$ cat config.mk
export PLATFORM = sky130hd
export DESIGN_NAME = param_rx_deserializer
export DESIGN_NICKNAME = d
export VERILOG_FILES = /design/src/rtl/rx_deser_pkg.sv /design/src/rtl/param_rx_deserializer.sv
export SDC_FILE = /design/constraint.sdc
export NUM_CORES = 1
export LEC_CHECK = 0
export ABC_AREA = 1
export ABC_CLOCK_PERIOD_IN_PS = 2850
export CAP_MARGIN = 20
export CORE_ASPECT_RATIO = 0.9
export CORE_MARGIN = 2
export CORE_UTILIZATION = 41
export CTS_BUF_LIST = sky130_fd_sc_hd__clkbuf_8
export DETAILED_ROUTE_END_ITERATION = 6
export GPL_TIMING_DRIVEN = 0
export PLACE_DENSITY = 0.64
export SLEW_MARGIN = 40
export SYNTH_ARGS = -nofsm -noshare
export SYNTH_HDL_FRONTEND = slang
export SYNTH_SLANG_ARGS = --single-unit
export TNS_END_PERCENT = 10
$ cat constraint.sdc
create_clock -name CLK -period 2.85 [get_ports CLK]
set_clock_uncertainty 0.15 [all_clocks]
set_input_delay 0.7125 -clock CLK [delete_from_list [all_inputs] [get_ports CLK]]
set_output_delay 0.7125 -clock CLK [all_outputs]
set_load 0.05 [all_outputs]
$ cat src/rtl/rx_deser_pkg.sv
// Shared definitions for the RX deserializer: FSM states, parity encodings
// and the legal DATA_WIDTH range.
package rx_deser_pkg;

  localparam int unsigned DATA_WIDTH_MIN = 5;
  localparam int unsigned DATA_WIDTH_MAX = 9;

  localparam logic PAR_EVEN = 1'b0;
  localparam logic PAR_ODD  = 1'b1;

  typedef enum logic [1:0] {
    ST_IDLE   = 2'd0,
    ST_SHIFT  = 2'd1,
    ST_PARITY = 2'd2,
    ST_DONE   = 2'd3
  } rx_state_e;

endpackage

$ cat src/rtl/param_rx_deserializer.sv
// Collects majority-voted serial bits into a parallel word, with optional
// even/odd parity check.
// Ports:
//   CLK, RST     - clock, asynchronous active-high reset
//   deser_en     - frame window from the RX FSM
//   bit_ready    - one-cycle strobe qualifying sampled_bit
//   sampled_bit  - serial data / parity bit
//   par_en       - frame carries a parity bit (sampled at frame start)
//   par_type     - 0 even, 1 odd (sampled at frame start)
//   P_DATA       - last completed frame
//   data_valid   - one-cycle pulse when P_DATA is newly loaded
//   par_err      - parity result of the last completed frame
//   overrun      - one-cycle pulse when a strobe arrived with nowhere to go
module param_rx_deserializer
  import rx_deser_pkg::*;
#(
  parameter int unsigned DATA_WIDTH = 8,
  parameter bit          MSB_FIRST  = 1'b0
) (
  input  logic                  CLK,
  input  logic                  RST,
  input  logic                  deser_en,
  input  logic                  bit_ready,
  input  logic                  sampled_bit,
  input  logic                  par_en,
  input  logic                  par_type,
  output logic [DATA_WIDTH-1:0] P_DATA,
  output logic                  data_valid,
  output logic                  par_err,
  output logic                  overrun
);

  localparam int unsigned IDX_W = $clog2(DATA_WIDTH);
  localparam logic [IDX_W-1:0] IDX_LAST = IDX_W'(DATA_WIDTH - 1);

  if ((DATA_WIDTH < DATA_WIDTH_MIN) || (DATA_WIDTH > DATA_WIDTH_MAX)) begin : g_bad_width
    $error("param_rx_deserializer: DATA_WIDTH out of range");
  end

  rx_state_e             state_q, state_d;
  logic [IDX_W-1:0]      idx_q, idx_d;
  logic [DATA_WIDTH-1:0] shadow_q, shadow_d;
  logic                  acc_q, acc_d;
  logic                  pen_q, pen_d;
  logic                  ptype_q, ptype_d;
  logic [DATA_WIDTH-1:0] p_data_q, p_data_d;
  logic                  dv_q, dv_d;
  logic                  perr_q, perr_d;
  logic                  ovr_q, ovr_d;

  // Candidate shadow/accumulator values if the current strobe is captured
  logic [IDX_W-1:0]      bit_pos;
  logic [DATA_WIDTH-1:0] shadow_cap;
  logic                  acc_cap;
  logic                  par_calc;

  always_comb begin
    bit_pos             = MSB_FIRST ? (IDX_LAST - idx_q) : idx_q;
    shadow_cap          = shadow_q;
    shadow_cap[bit_pos] = sampled_bit;
    acc_cap             = acc_q ^ sampled_bit;
    par_calc            = acc_cap ? PAR_ODD : PAR_EVEN;
  end

  // Next-state logic; index and accumulator are cleared on every return to
  // IDLE so the capture path in IDLE always starts from bit 0.
  always_comb begin
    state_d  = state_q;
    idx_d    = idx_q;
    shadow_d = shadow_q;
    acc_d    = acc_q;
    pen_d    = pen_q;
    ptype_d  = ptype_q;
    p_data_d = p_data_q;
    perr_d   = perr_q;
    dv_d     = 1'b0;
    ovr_d    = 1'b0;

    case (state_q)
      ST_IDLE: begin
        idx_d = '0;
        acc_d = 1'b0;
        if (deser_en) begin
          state_d = ST_SHIFT;
          pen_d   = par_en;
          ptype_d = par_type;
          if (bit_ready) begin
            shadow_d = shadow_cap;
            acc_d    = acc_cap;
            idx_d    = IDX_W'(1);
          end
        end else if (bit_ready) begin
          ovr_d = 1'b1;
        end
      end

      ST_SHIFT: begin
        if (!deser_en) begin
          state_d  = ST_IDLE;
          idx_d    = '0;
          acc_d    = 1'b0;
          shadow_d = '0;
        end else if (bit_ready) begin
          shadow_d = shadow_cap;
          acc_d    = acc_cap;
          if (idx_q == IDX_LAST) begin
            idx_d = '0;
            if (pen_q) begin
              state_d = ST_PARITY;
            end else begin
              state_d  = ST_DONE;
              p_data_d = shadow_cap;
              perr_d   = 1'b0;
              dv_d     = 1'b1;
            end
          end else begin
            idx_d = idx_q + IDX_W'(1);
          end
        end
      end

      ST_PARITY: begin
        if (!deser_en) begin
          state_d  = ST_IDLE;
          idx_d    = '0;
          acc_d    = 1'b0;
          shadow_d = '0;
        end else if (bit_ready) begin
          state_d  = ST_DONE;
          p_data_d = shadow_q;
          perr_d   = (par_calc != ptype_q);
          dv_d     = 1'b1;
        end
      end

      ST_DONE: begin
        state_d = ST_IDLE;
        idx_d   = '0;
        acc_d   = 1'b0;
        if (bit_ready) begin
          ovr_d = 1'b1;
        end
      end

      default: begin
        state_d = ST_IDLE;
        idx_d   = '0;
        acc_d   = 1'b0;
      end
    endcase
  end

  // State and output registers
  always_ff @(posedge CLK or posedge RST) begin
    if (RST) begin
      state_q  <= ST_IDLE;
      idx_q    <= '0;
      shadow_q <= '0;
      acc_q    <= 1'b0;
      pen_q    <= 1'b0;
      ptype_q  <= 1'b0;
      p_data_q <= '0;
      dv_q     <= 1'b0;
      perr_q   <= 1'b0;
      ovr_q    <= 1'b0;
    end else begin
      state_q  <= state_d;
      idx_q    <= idx_d;
      shadow_q <= shadow_d;
      acc_q    <= acc_d;
      pen_q    <= pen_d;
      ptype_q  <= ptype_d;
      p_data_q <= p_data_d;
      dv_q     <= dv_d;
      perr_q   <= perr_d;
      ovr_q    <= ovr_d;
    end
  end

  assign P_DATA     = p_data_q;
  assign data_valid = dv_q;
  assign par_err    = perr_q;
  assign overrun    = ovr_q;

endmodule

== Word level (Yosys, flattened, before mapping) ==
Index checks and enable logic that the tools add are counted.

* Bitwise logic cells: 1
* Reductions and logical operators: 9
* Multiplexer cells: 53
* Equal/unequal tests: 16
* Add/sub/neg operators: 1
* Order comparisons: 2

{| class="wikitable"
|+ Operators by type and width
! kind !! count
|-
| 2-to-1 mux 8 bit || 10
|-
| one-hot mux 8 bit (3 select lines) || 1
|-
| 2-to-1 mux 1 bit || 23
|-
| != test 2 bit (second input constant) || 8
|-
| one-hot mux 8 bit (2 select lines) || 1
|-
| 2-to-1 mux 2 bit || 6
|-
| 2-to-1 mux 3 bit || 4
|-
| one-hot mux 3 bit (4 select lines) || 1
|-
| != test 3 bit (second input constant) || 3
|-
| bitwise mux 8 bit || 1
|-
| one-hot mux 2 bit (4 select lines) || 1
|-
| AND reduction 7 bit || 1
|-
| one-hot mux 1 bit (2 select lines) || 3
|-
| == test 2 bit (second input constant) || 2
|-
| < comparator 3 x 4 -> 1 bit (second input constant) || 1
|-
| one-hot mux 1 bit (4 select lines) || 1
|-
| AND reduction 2 bit || 2
|-
| AND reduction 4 bit || 1
|-
| adder 3 x 1 -> 3 bit (second input constant) || 1
|-
| demux 1 bit (select 3 bit) || 1
|-
| == test 3 bit (second input constant) || 1
|-
| >= comparator 3 x 1 -> 1 bit (second input constant) || 1
|-
| AND reduction 3 bit || 1
|-
| nonzero test 3 bit || 1
|-
| 6 further kinds || 6
|}

* Word-level logic and storage cells: 92
* Bits of input ports: 7
* Output and inout port bits: 11
* Register bits: 27

== Logic depth before layout (Yosys ltp) ==
* Depth in word-level cells: 10
* Depth in mapped cells: 10
* Mapped depth without buffers: 9

== Worst setup path after synthesis ==
No wires, ideal clock.

* Kind: register -> register
* From: register state_q[0]
* To: register p_data_q[7] (netlist: P_DATA[7])
* Path buffers: 1
* Cell stages (with the launch flop): 9
* Arrival time: 1.302 ns
* Required time: 2.580 ns
* Library setup time: 0.120 ns
* Setup slack: 1.278 ns
* Cells stage by stage: dfrtp_1 -> inv_1 -> ha_1 -> buf_4 -> clkinv_1 -> nand3_1 -> nand2_1 -> nand2_1 -> nand2_1

* Longest elaborated chain between the ends: 3
* Elaborated cells between the ends (all ways): 11
* Those cells by class: 8 x eq/ne; 1 x mux; 2 x reduce/logical

{| class="wikitable"
|+ Ends and longest elaborated chain
! item !! line !! RTL
|-
| start: declaration || param_rx_deserializer.sv:40 || <nowiki>rx_state_e state_q, state_d;</nowiki>
|-
| start signal: assignment || param_rx_deserializer.sv:167 || <nowiki>state_q <= state_d;</nowiki>
|-
| == test 2 x 1 -> 1 bit / == test 2 bit (equally long branches) || param_rx_deserializer.sv:79 || <nowiki>case (state_q)</nowiki>
|-
| != test 2 bit (no line) / nonzero test 2 bit (equally long branches) || - ||
|-
| AND reduction 7 bit (no line) || - ||
|-
| end signal: assignment || param_rx_deserializer.sv:173 || <nowiki>p_data_q <= p_data_d;</nowiki>
|-
| end: declaration || param_rx_deserializer.sv:46 || <nowiki>logic [DATA_WIDTH-1:0] p_data_q, p_data_d;</nowiki>
|}

Several ways; a longest one is shown, not always the timed one.
A chain may end at the register's enable or synchronous reset.

== Worst setup path in the final report ==
* From: register p_data_q[2] (netlist: P_DATA[2])
* To: output port P_DATA[2]

{| class="wikitable"
|+ RTL lines
! item !! line !! RTL
|-
| end: declaration || param_rx_deserializer.sv:27 || <nowiki>output logic [DATA_WIDTH-1:0] P_DATA,</nowiki>
|}

No word-level cell between the ends.

==> results.json <==
{
  "status": "completed",
  "clk_latency_ps": 280,
  "relSlewSlack": 0.621,
  "hold_buffers": 0,
  "clkSlewWorstSetupHoldPaths_ps": 110,
  "drive_gt1_frac": 0.0913,
  "cts_tree": "yes",
  "antenna_cells": 0,
  "port_buffers": 16,
  "cts_buffer_depth": 2,
  "grt_antenna_before_repair": 0,
  "drtIter0Drc": 74,
  "grt_pass1_vias": 1460,
  "r2r-start": "state_q[0]",
  "hp-class": "reg -> reg",
  "synth.distinct_cells": 26,
  "hold_start": "P_DATA[5]",
  "cp_num_cells": 1,
  "area_growth_pct": 15.9,
  "cap_viol_max_count": 0,
  "startpoint": "P_DATA[2]",
  "cts_resized": 0,
  "final_cell_area_um2": 1960,
  "cp-start-kind": "flip-flop",
  "coreArea_um2": 4020,
  "cpPeakStageDelay_ps": 800,
  "rsz0062_at_grt": "no",
  "drcViolationCount": 0,
  "fp.dieW_um": 71.6,
  "slew_viol_final": 0,
  "grt_max_degree": 28,
  "tightest_slew_ps": 567,
  "cts.sinks": 27,
  "dpl_cell_area_um2": 1910,
  "crit_path_end_kind": "primary output",
  "ys_seq_area_frac": 0.400,
  "cts_buffers": 3,
  "setup_viol": 0,
  "routedWlPerCell_um": 12.4,
  "fmax_mhz": 434,
  "grt_use_total": 0.177,
  "path_cells": "clkdlybuf4s50_1",
  "htree_levels": 1,
  "totalWireLength_um": 3720,
  "p_leak_nw": 1.03,
  "holdWs_ps": 366,
  "worstPathMaxFanout": 2,
  "first_pass_iters": 4,
  "fp.dieArea_um2": 4650,
  "grt_pass1_wl_um": 6610,
  "placementRows": 22,
  "via_count": 1503,
  "cp_num_buf_inv": 1,
  "min_period_over_period": 0.808,
  "syn_avg_cell_area_um2": 7.28,
  "cts_setup_buffers": 0,
  "final_nets": 267,
  "root_buffer": "clkbuf_8",
  "synth_nets": 246,
  "die_h_um": 64.9,
  "critPathKind": "reg -> out",
  "start_util": 0.420,
  "io_pins": 18,
  "fin_crit_ps": 2300,
  "ys_warn_count": 0,
  "hold_viol": 0,
  "grt_remaining_overflow": 0,
  "crit_slowest_cell": "clkdlybuf4s50_1",
  "min_path_cells": 2,
  "crit_required_ps": 1990,
  "avgViaCountPerCell": 5.01,
  "synth_cells": 232,
  "final.setup.tns_ps": 0,
  "r2r_cells": 8,
  "irDropWorstVdd_uv": 322,
  "ys_ff_latch": 27,
  "critPathTopFamily": "buffers and inverters",
  "dp_hpwl_um": 2750,
  "synth_area_um2": 1690,
  "arrival_ps": 1440,
  "ant_nets": 0,
  "power_density_nw_per_um2": 1030,
  "gp_congestion": 0.824
}
==> through the flow <==
step / setup WS [ps] / cells / power (mW) / util
6_report: 548 / 300 / 2.02 / 0.487
2_1_floorplan: 1280 / 232 / 1.50 / -
5_1_grt: 490 / 300 / 2.22 / 0.487
3_5_place_dp: 393 / 296 / 1.80 / 0.475
4_1_cts: 534 / 300 / 2.03 / 0.487
3_3_place_gp: 422 / 296 / 1.78 / 0.475
==> cell usage after synthesis, drive strengths merged <==
| cell | instances | area, µm² |
|---|---|---|
| nand2 | 79 | 312 |
| nand3 | 29 | 170 |
| dfrtp | 27 | 676 |
| nor2 | 24 | 106 |
| inv | 23 | 86.3 |
| o21ai | 16 | 83.8 |
| nand4 | 9 | 56.3 |
| ha | 7 | 87.6 |
| buf | 6 | 38.8 |
| clkinv | 3 | 12.5 |
| a21oi | 2 | 10.0 |
| nor3 | 2 | 10.0 |
| a21boi | 1 | 7.51 |
| a31oi | 1 | 6.26 |
| and2 | 1 | 6.26 |
| mux2 | 1 | 11.3 |
| nand3b | 1 | 7.51 |
==> layer usage <==
metal / track usage / wire, µm
met2: 0.280 / 1670
met4: 0.0566 / 30
met3: 0.0109 / 149
met1: 0.258 / 1880
met5: 0 / 0
==> registers in the layout, summed over array words and instances, names as in the netlist <==
register	cells
P_DATA	8
shadow_q	8
bit_pos	3
state_q	2
acc_q	1
data_valid	1
overrun	1
par_err	1
pen_q	1
ptype_q	1
==> cell usage in the layout (no fill, tap or decap), types with 2 or more instances in the layout <==
| cell type | netlist | layout |
|---|---|---|
| a21oi_1 | 2 | 2 |
| buf_2 | 4 | 4 |
| clkbuf_8 | 0 | 3 |
| clkdlybuf4s50_1 | 0 | 16 |
| clkinv_1 | 2 | 2 |
| dfrtp_1 | 27 | 27 |
| ha_1 | 7 | 7 |
| inv_1 | 21 | 20 |
| inv_2 | 2 | 3 |
| nand2_1 | 75 | 75 |
| nand2_2 | 3 | 3 |
| nand3_1 | 27 | 27 |
| nand3_4 | 2 | 2 |
| nand4_1 | 9 | 9 |
| nor2_1 | 23 | 23 |
| nor3_1 | 2 | 2 |
| o21ai_0 | 15 | 15 |
==> path summary, 6_finish.rpt <==
kind                             end  slack (ps)
max in group asynchronous  P_DATA[3]        1530
max reg2reg                P_DATA[7]         960
min                        P_DATA[5]         370
min in group asynchronous  P_DATA[5]         650
max                        P_DATA[2]         550
min reg2reg                P_DATA[5]         370
==> report_power, final <==
| group | switching, mW | internal [mW] |
|---|---|---|
| combinational | 0.787 | 0.392 |
| sequential | 0.0842 | 0.529 |
| clock | 0.130 | 0.0994 |
| total | 1.00 | 1.02 |
==> cell type report <==
cell class / instances / area (µm²)
fillers: 419 / 2060
multi-input cells: 173 / 875
flip-flops and latches: 27 / 676
repair buffers: 16 / 160
inverters: 26 / 98.8
well taps: 48 / 60.1
clock buffers: 3 / 41.3
plain buffers: 6 / 38.8
clock inverters: 1 / 7.51
==> kinds of logic (layout without fill, tap and decap cells) <==
| group | Yosys count | count (layout) | synth area share |
|---|---|---|---|
| adder cells (fa/ha/maj) | 7 | 7 | 0.0519 |
| flip-flops | 27 | 27 | 0.400 |
| buffers and inverters | 32 | 52 | 0.0815 |
| AO/OA/AOI/OAI | 20 | 20 | 0.0638 |
| AND/OR/NAND/NOR | 145 | 145 | 0.396 |
| multiplexers | 1 | 1 | 0.00667 |
Power figures use the tool's default switching activity.
==> RTL change 1 (config.mk and constraints unchanged) <==
The 4 states of `rx_state_e` get a Gray code encoding in 2 bits.
--- a/src/rtl/rx_deser_pkg.sv
+++ b/src/rtl/rx_deser_pkg.sv
@@ -11,6 +11,6 @@
   typedef enum logic [1:0] {
-    ST_IDLE   = 2'd0,
-    ST_SHIFT  = 2'd1,
-    ST_PARITY = 2'd2,
-    ST_DONE   = 2'd3
+    ST_IDLE   = 2'b00,
+    ST_SHIFT  = 2'b01,
+    ST_PARITY = 2'b11,
+    ST_DONE   = 2'b10
   } rx_state_e;
Formal check against the unedited RTL: no difference found for any inputs over 10 cycles, from zero or initial values and one cycle with RST high; not proved beyond that.
==> RTL change 1 against the unedited design <==
  * Routed wire length is 15% lower
  * Sequential cell count did not move
  * Design area down 9.0%
  * Synthesized area decreased by 11%
  * Utilization up 2.9 points
  * Setup slack worse by 0.014 ns
  * Largest cell class unchanged
Power is not compared: it rests on default switching activity, and its combinational part moved more than twofold at a synthesized area within 25%.
==> RTL change 1: results (changes against the unedited design) <==
<table>
<tr><th>Metric</th><th>Value</th></tr>
<tr><th colspan="2">Run status</th></tr>
<tr><td>Outcome</td><td>finished clean</td></tr>
<tr><th colspan="2">Global route</th></tr>
<tr><td>GRT met2 Usage</td><td>28.85% (+0.84 points)</td></tr>
<tr><td>Wire length of the first global-routing pass</td><td>5595 um (-15%)</td></tr>
<tr><td>Via count of the first global-routing pass</td><td>1227 (-16%)</td></tr>
<tr><td>Fraction of met3 tracks used by global routing</td><td>4.388% (+3.3 points)</td></tr>
<tr><td>Total track usage</td><td>17.89% (+0.18 points)</td></tr>
<tr><th colspan="2">Route</th></tr>
<tr><td>Count of routing violations after the opening detailed-route iteration</td><td>72 (-2.7%)</td></tr>
<tr><td>Total detailed-routing wirelength</td><td>3146 um (-15%)</td></tr>
<tr><td>Via count normalized by instance count</td><td>4.752 (-5.2%)</td></tr>
<tr><th colspan="2">STA</th></tr>
<tr><td>Worst max-slew margin expressed relative to the limit</td><td>62.68% (+0.55 points)</td></tr>
<tr><th colspan="2">Place</th></tr>
<tr><td>Routability Congestion</td><td>0.8628 (+4.8%)</td></tr>
<tr><td>Quantity of I/O buffers inserted on ports</td><td>17 (+1)</td></tr>
<tr><td>Final HPWL from detailed placement</td><td>2289 um (-17%)</td></tr>
<tr><th colspan="2">Yosys</th></tr>
<tr><td>Synth unique cells</td><td>24 (-7.7%)</td></tr>
<tr><td>Net count after synthesis</td><td>218 (-11%)</td></tr>
<tr><td>XOR/XNOR Fraction of Synth Area</td><td>1.160% (+1.2 points)</td></tr>
<tr><td>Multiplexer share of the synthesized area</td><td>0% (-0.67 points)</td></tr>
<tr><td>Most common library cells after synthesis</td><td>82 x sky130_fd_sc_hd__nand2_1, 27 x sky130_fd_sc_hd__dfrtp_1, 22 x sky130_fd_sc_hd__nor2_1</td></tr>
<tr><td>Largest cells by area after synthesis</td><td>sky130_fd_sc_hd__dfrtp_1 45%, sky130_fd_sc_hd__nand2_1 20%, sky130_fd_sc_hd__nand3_1 6.3%</td></tr>
<tr><td>Sequential share of the synthesized area</td><td>44.74% (+4.7 points)</td></tr>
<tr><th colspan="2">Clock tree</th></tr>
<tr><td>Post-CTS setup buffer count</td><td>0 (unchanged)</td></tr>
<tr><td>Reg clk slew, reported paths</td><td>0.09 ns (-0.02 ns)</td></tr>
<tr><th colspan="2">Final layout</th></tr>
<tr><td>Final Net Count</td><td>240 (-10%)</td></tr>
<tr><td>Number of inserted filler cells in the final layout</td><td>353 (-16%)</td></tr>
<tr><td>Fraction of layout cells with a size suffix above 1</td><td>8.261% (-0.87 points)</td></tr>
<tr><th colspan="2">Worst hold path</th></tr>
<tr><td>Worst Min Path Start</td><td>P_DATA[0]$_DFFE_PP0P_</td></tr>
<tr><td>Worst Hold Endpoint</td><td>P_DATA[0]$_DFFE_PP0P_</td></tr>
<tr><th colspan="2">Setup path</th></tr>
<tr><td>Critical register-to-register path endpoint</td><td>P_DATA[1]$_DFFE_PP0P_</td></tr>
<tr><td>Reg2reg setup slack</td><td>1.27 ns (+0.31 ns)</td></tr>
</table>
[RTL change 1: cell types whose count changed after synthesis, sizes merged, moves of 2 or more]
cell    unedited run  this run
nand3             29        19
inv               23        17
nand2             79        85
ha                 7         2
o21ai             16        11
a21oi              2         4
clkinv             3         1
[RTL change 1: stage by stage]
step	instances	worst slack (ns)	hold slack, ns	cell area, um2
2_1_floorplan	209	1.335	0.3145	1510
3_3_place_gp	270	0.5728	0.3130	1735
3_5_place_dp	270	0.5422	0.3172	1735
4_1_cts	274	0.5153	0.3395	1780
5_1_grt	274	0.4768	0.3532	1780
6_report	274	0.5339	0.3318	1780
[RTL change 1: routing by layer]
metal,vias to the layer above,routed length (um)
met2,20,1425
li1,703,-
met4,0,8
met5,-,0
met1,577,1615
met3,2,97
[RTL change 1: final cells by class]
type	instances	area share [%]
clock buffer	3	2.319
clock inverter	1	0.2108
buffer	6	2.670
multi-input combinational	158	40.41
inverter	18	3.795
sequential	27	37.95
timing repair buffer	17	9.557
tap	44	3.092
==> RTL change 2 (config.mk and constraints unchanged) <==
Made on the original files. `MSB_FIRST`: 1'b0 -> 1'b1.
--- a/src/rtl/param_rx_deserializer.sv
+++ b/src/rtl/param_rx_deserializer.sv
@@ -17,3 +17,3 @@
   parameter int unsigned DATA_WIDTH = 8,
-  parameter bit          MSB_FIRST  = 1'b0
+  parameter bit          MSB_FIRST  = 1'b1
 ) (
Formal check against the unedited RTL: not equivalent (Yosys sat finds a counterexample within 10 cycles, from zero or initial values and one cycle with RST high).
==> RTL change 2 against the unedited design <==
  * Synthesized cell count rose by 0.86%
  * Routed wire length fell by 6.1%
  * Setup slack improved by 0.013 ns
  * Sequential cell count did not move
  * Register-to-register slack got worse by 0.06 ns
  * Sequential share of layout area did not move
  * Synthesized area rose by 0.15%
  * Power fell by 0.93%
  * Design area did not move
  * Critical endpoint is now P_DATA[4]
==> RTL change 2: results (changes against the unedited design) <==
<table>
<tr><th>Metric</th><th>Value</th></tr>
<tr><th colspan="2">Place</th></tr>
<tr><td>Post-place setup slack</td><td>0.4177 ns (+0.02486 ns)</td></tr>
<tr><td>Placed instance count</td><td>298 (+0.68%)</td></tr>
<tr><td>Final HPWL from detailed placement</td><td>2578 um (-6.4%)</td></tr>
<tr><td>Routability Congestion</td><td>0.8171 (-0.78%)</td></tr>
<tr><th colspan="2">Global route</th></tr>
<tr><td>Total track usage</td><td>16.81% (-0.90 points)</td></tr>
<tr><td>Antenna violations before repair</td><td>0 (unchanged)</td></tr>
<tr><td>Wire length of the first global-routing pass</td><td>6168 um (-6.7%)</td></tr>
<tr><td>Via count of the first global-routing pass</td><td>1357 (-7.1%)</td></tr>
<tr><th colspan="2">Yosys</th></tr>
<tr><td>Average size of a mapped cell</td><td>7.224 um2 (-0.71%)</td></tr>
<tr><td>Synth unique cells</td><td>27 (+3.8%)</td></tr>
<tr><td>Net count after synthesis</td><td>249 (+1.2%)</td></tr>
<tr><td>Largest cells by area after synthesis</td><td>sky130_fd_sc_hd__dfrtp_1 40%, sky130_fd_sc_hd__nand2_1 18%, sky130_fd_sc_hd__nand3_1 8.0%</td></tr>
<tr><td>Most common library cells after synthesis</td><td>83 x sky130_fd_sc_hd__nand2_1, 27 x sky130_fd_sc_hd__dfrtp_1, 27 x sky130_fd_sc_hd__nand3_1</td></tr>
<tr><th colspan="2">Run status</th></tr>
<tr><td>Outcome</td><td>finished clean</td></tr>
<tr><th colspan="2">Final layout</th></tr>
<tr><td>Number of inserted filler cells in the final layout</td><td>426 (+1.7%)</td></tr>
<tr><td>Final Net Count</td><td>270 (+1.1%)</td></tr>
<tr><td>Fraction of layout cells with a size suffix above 1</td><td>10.24% (+1.1 points)</td></tr>
<tr><th colspan="2">Clock tree</th></tr>
<tr><td>Later-pin clock latency in the skew report</td><td>0.27 ns</td></tr>
<tr><td>Reg clk slew, reported paths</td><td>0.09 ns (-0.02 ns)</td></tr>
<tr><th colspan="2">Route</th></tr>
<tr><td>Avg WL per Cell</td><td>11.58 um (-6.7%)</td></tr>
<tr><td>Count of routing violations after the opening detailed-route iteration</td><td>52 (-30%)</td></tr>
<tr><td>Total detailed-routing wirelength</td><td>3497 um (-6.1%)</td></tr>
<tr><th colspan="2">Power</th></tr>
<tr><td>Power per Cell Area</td><td>1023 mW/mm2 (-0.93%)</td></tr>
<tr><td>Worst VDD drop</td><td>0.0002719 V (-15%)</td></tr>
<tr><th colspan="2">Setup path</th></tr>
<tr><td>Max Fanout on Critical Path</td><td>2 (unchanged)</td></tr>
<tr><th colspan="2">STA</th></tr>
<tr><td>Actual slew at the worst max-slew pin</td><td>0.5722 ns (+0.004982 ns)</td></tr>
</table>
## RTL change 2: power breakdown
group | internal, mW | switching [mW]
registers | 0.532 | 0.0895
clock network | 0.0977 | 0.115
logic | 0.400 | 0.769
total | 1.03 | 0.974
## RTL change 2: final timing paths
path / startpoint / to / slack, ns / depth (start not counted)
min reg2reg: P_DATA[0]$_DFFE_PP0P_ / P_DATA[0]$_DFFE_PP0P_ / 0.33 / 2
min in group asynchronous: RST / overrun$_DFF_PP0_ / 0.67 / 2
max: P_DATA[4]$_DFFE_PP0P_ / P_DATA[4] / 0.56 / 1
max in group asynchronous: RST / state_q[0]$_DFFE_PP0P_ / 1.50 / 2
max reg2reg: state_q[0]$_DFFE_PP0P_ / shadow_q[7]$_DFFE_PP0P_ / 0.90 / 8
min: P_DATA[0]$_DFFE_PP0P_ / P_DATA[0]$_DFFE_PP0P_ / 0.33 / 2
## RTL change 2: area by class of cell
cell class              count  area share [%]
repair buffers             16           8.184
flip-flops and latches     27           34.53
plain buffers               6           1.790
inverters                  25           4.923
multi-input cells         176           45.14
well taps                  48           3.069
clock inverters             1          0.2558
clock buffers               3           2.110
## RTL change 2: kinds of logic after synthesis
kind of cell,Yosys count,share of synthesized area (%)
buffers and inverters,31,7.772
adders and majority gates,8,5.922
muxes,2,1.332
and+or+nand+nor,153,40.64
DFF,27,39.97
AOI/OAI and AO/OA,13,4.366
## RTL change 2: routing by layer
layer | part of all wire, % | track usage [%] | vias to the layer above
met3 | 3.4 | 1.866 | 2
met1 | 53 | 24.61 | 663
li1 | - | - | 784
met2 | 43 | 26.74 | 27
met5 | 0 | 0 | -
met4 | 0.49 | 3.538 | 0
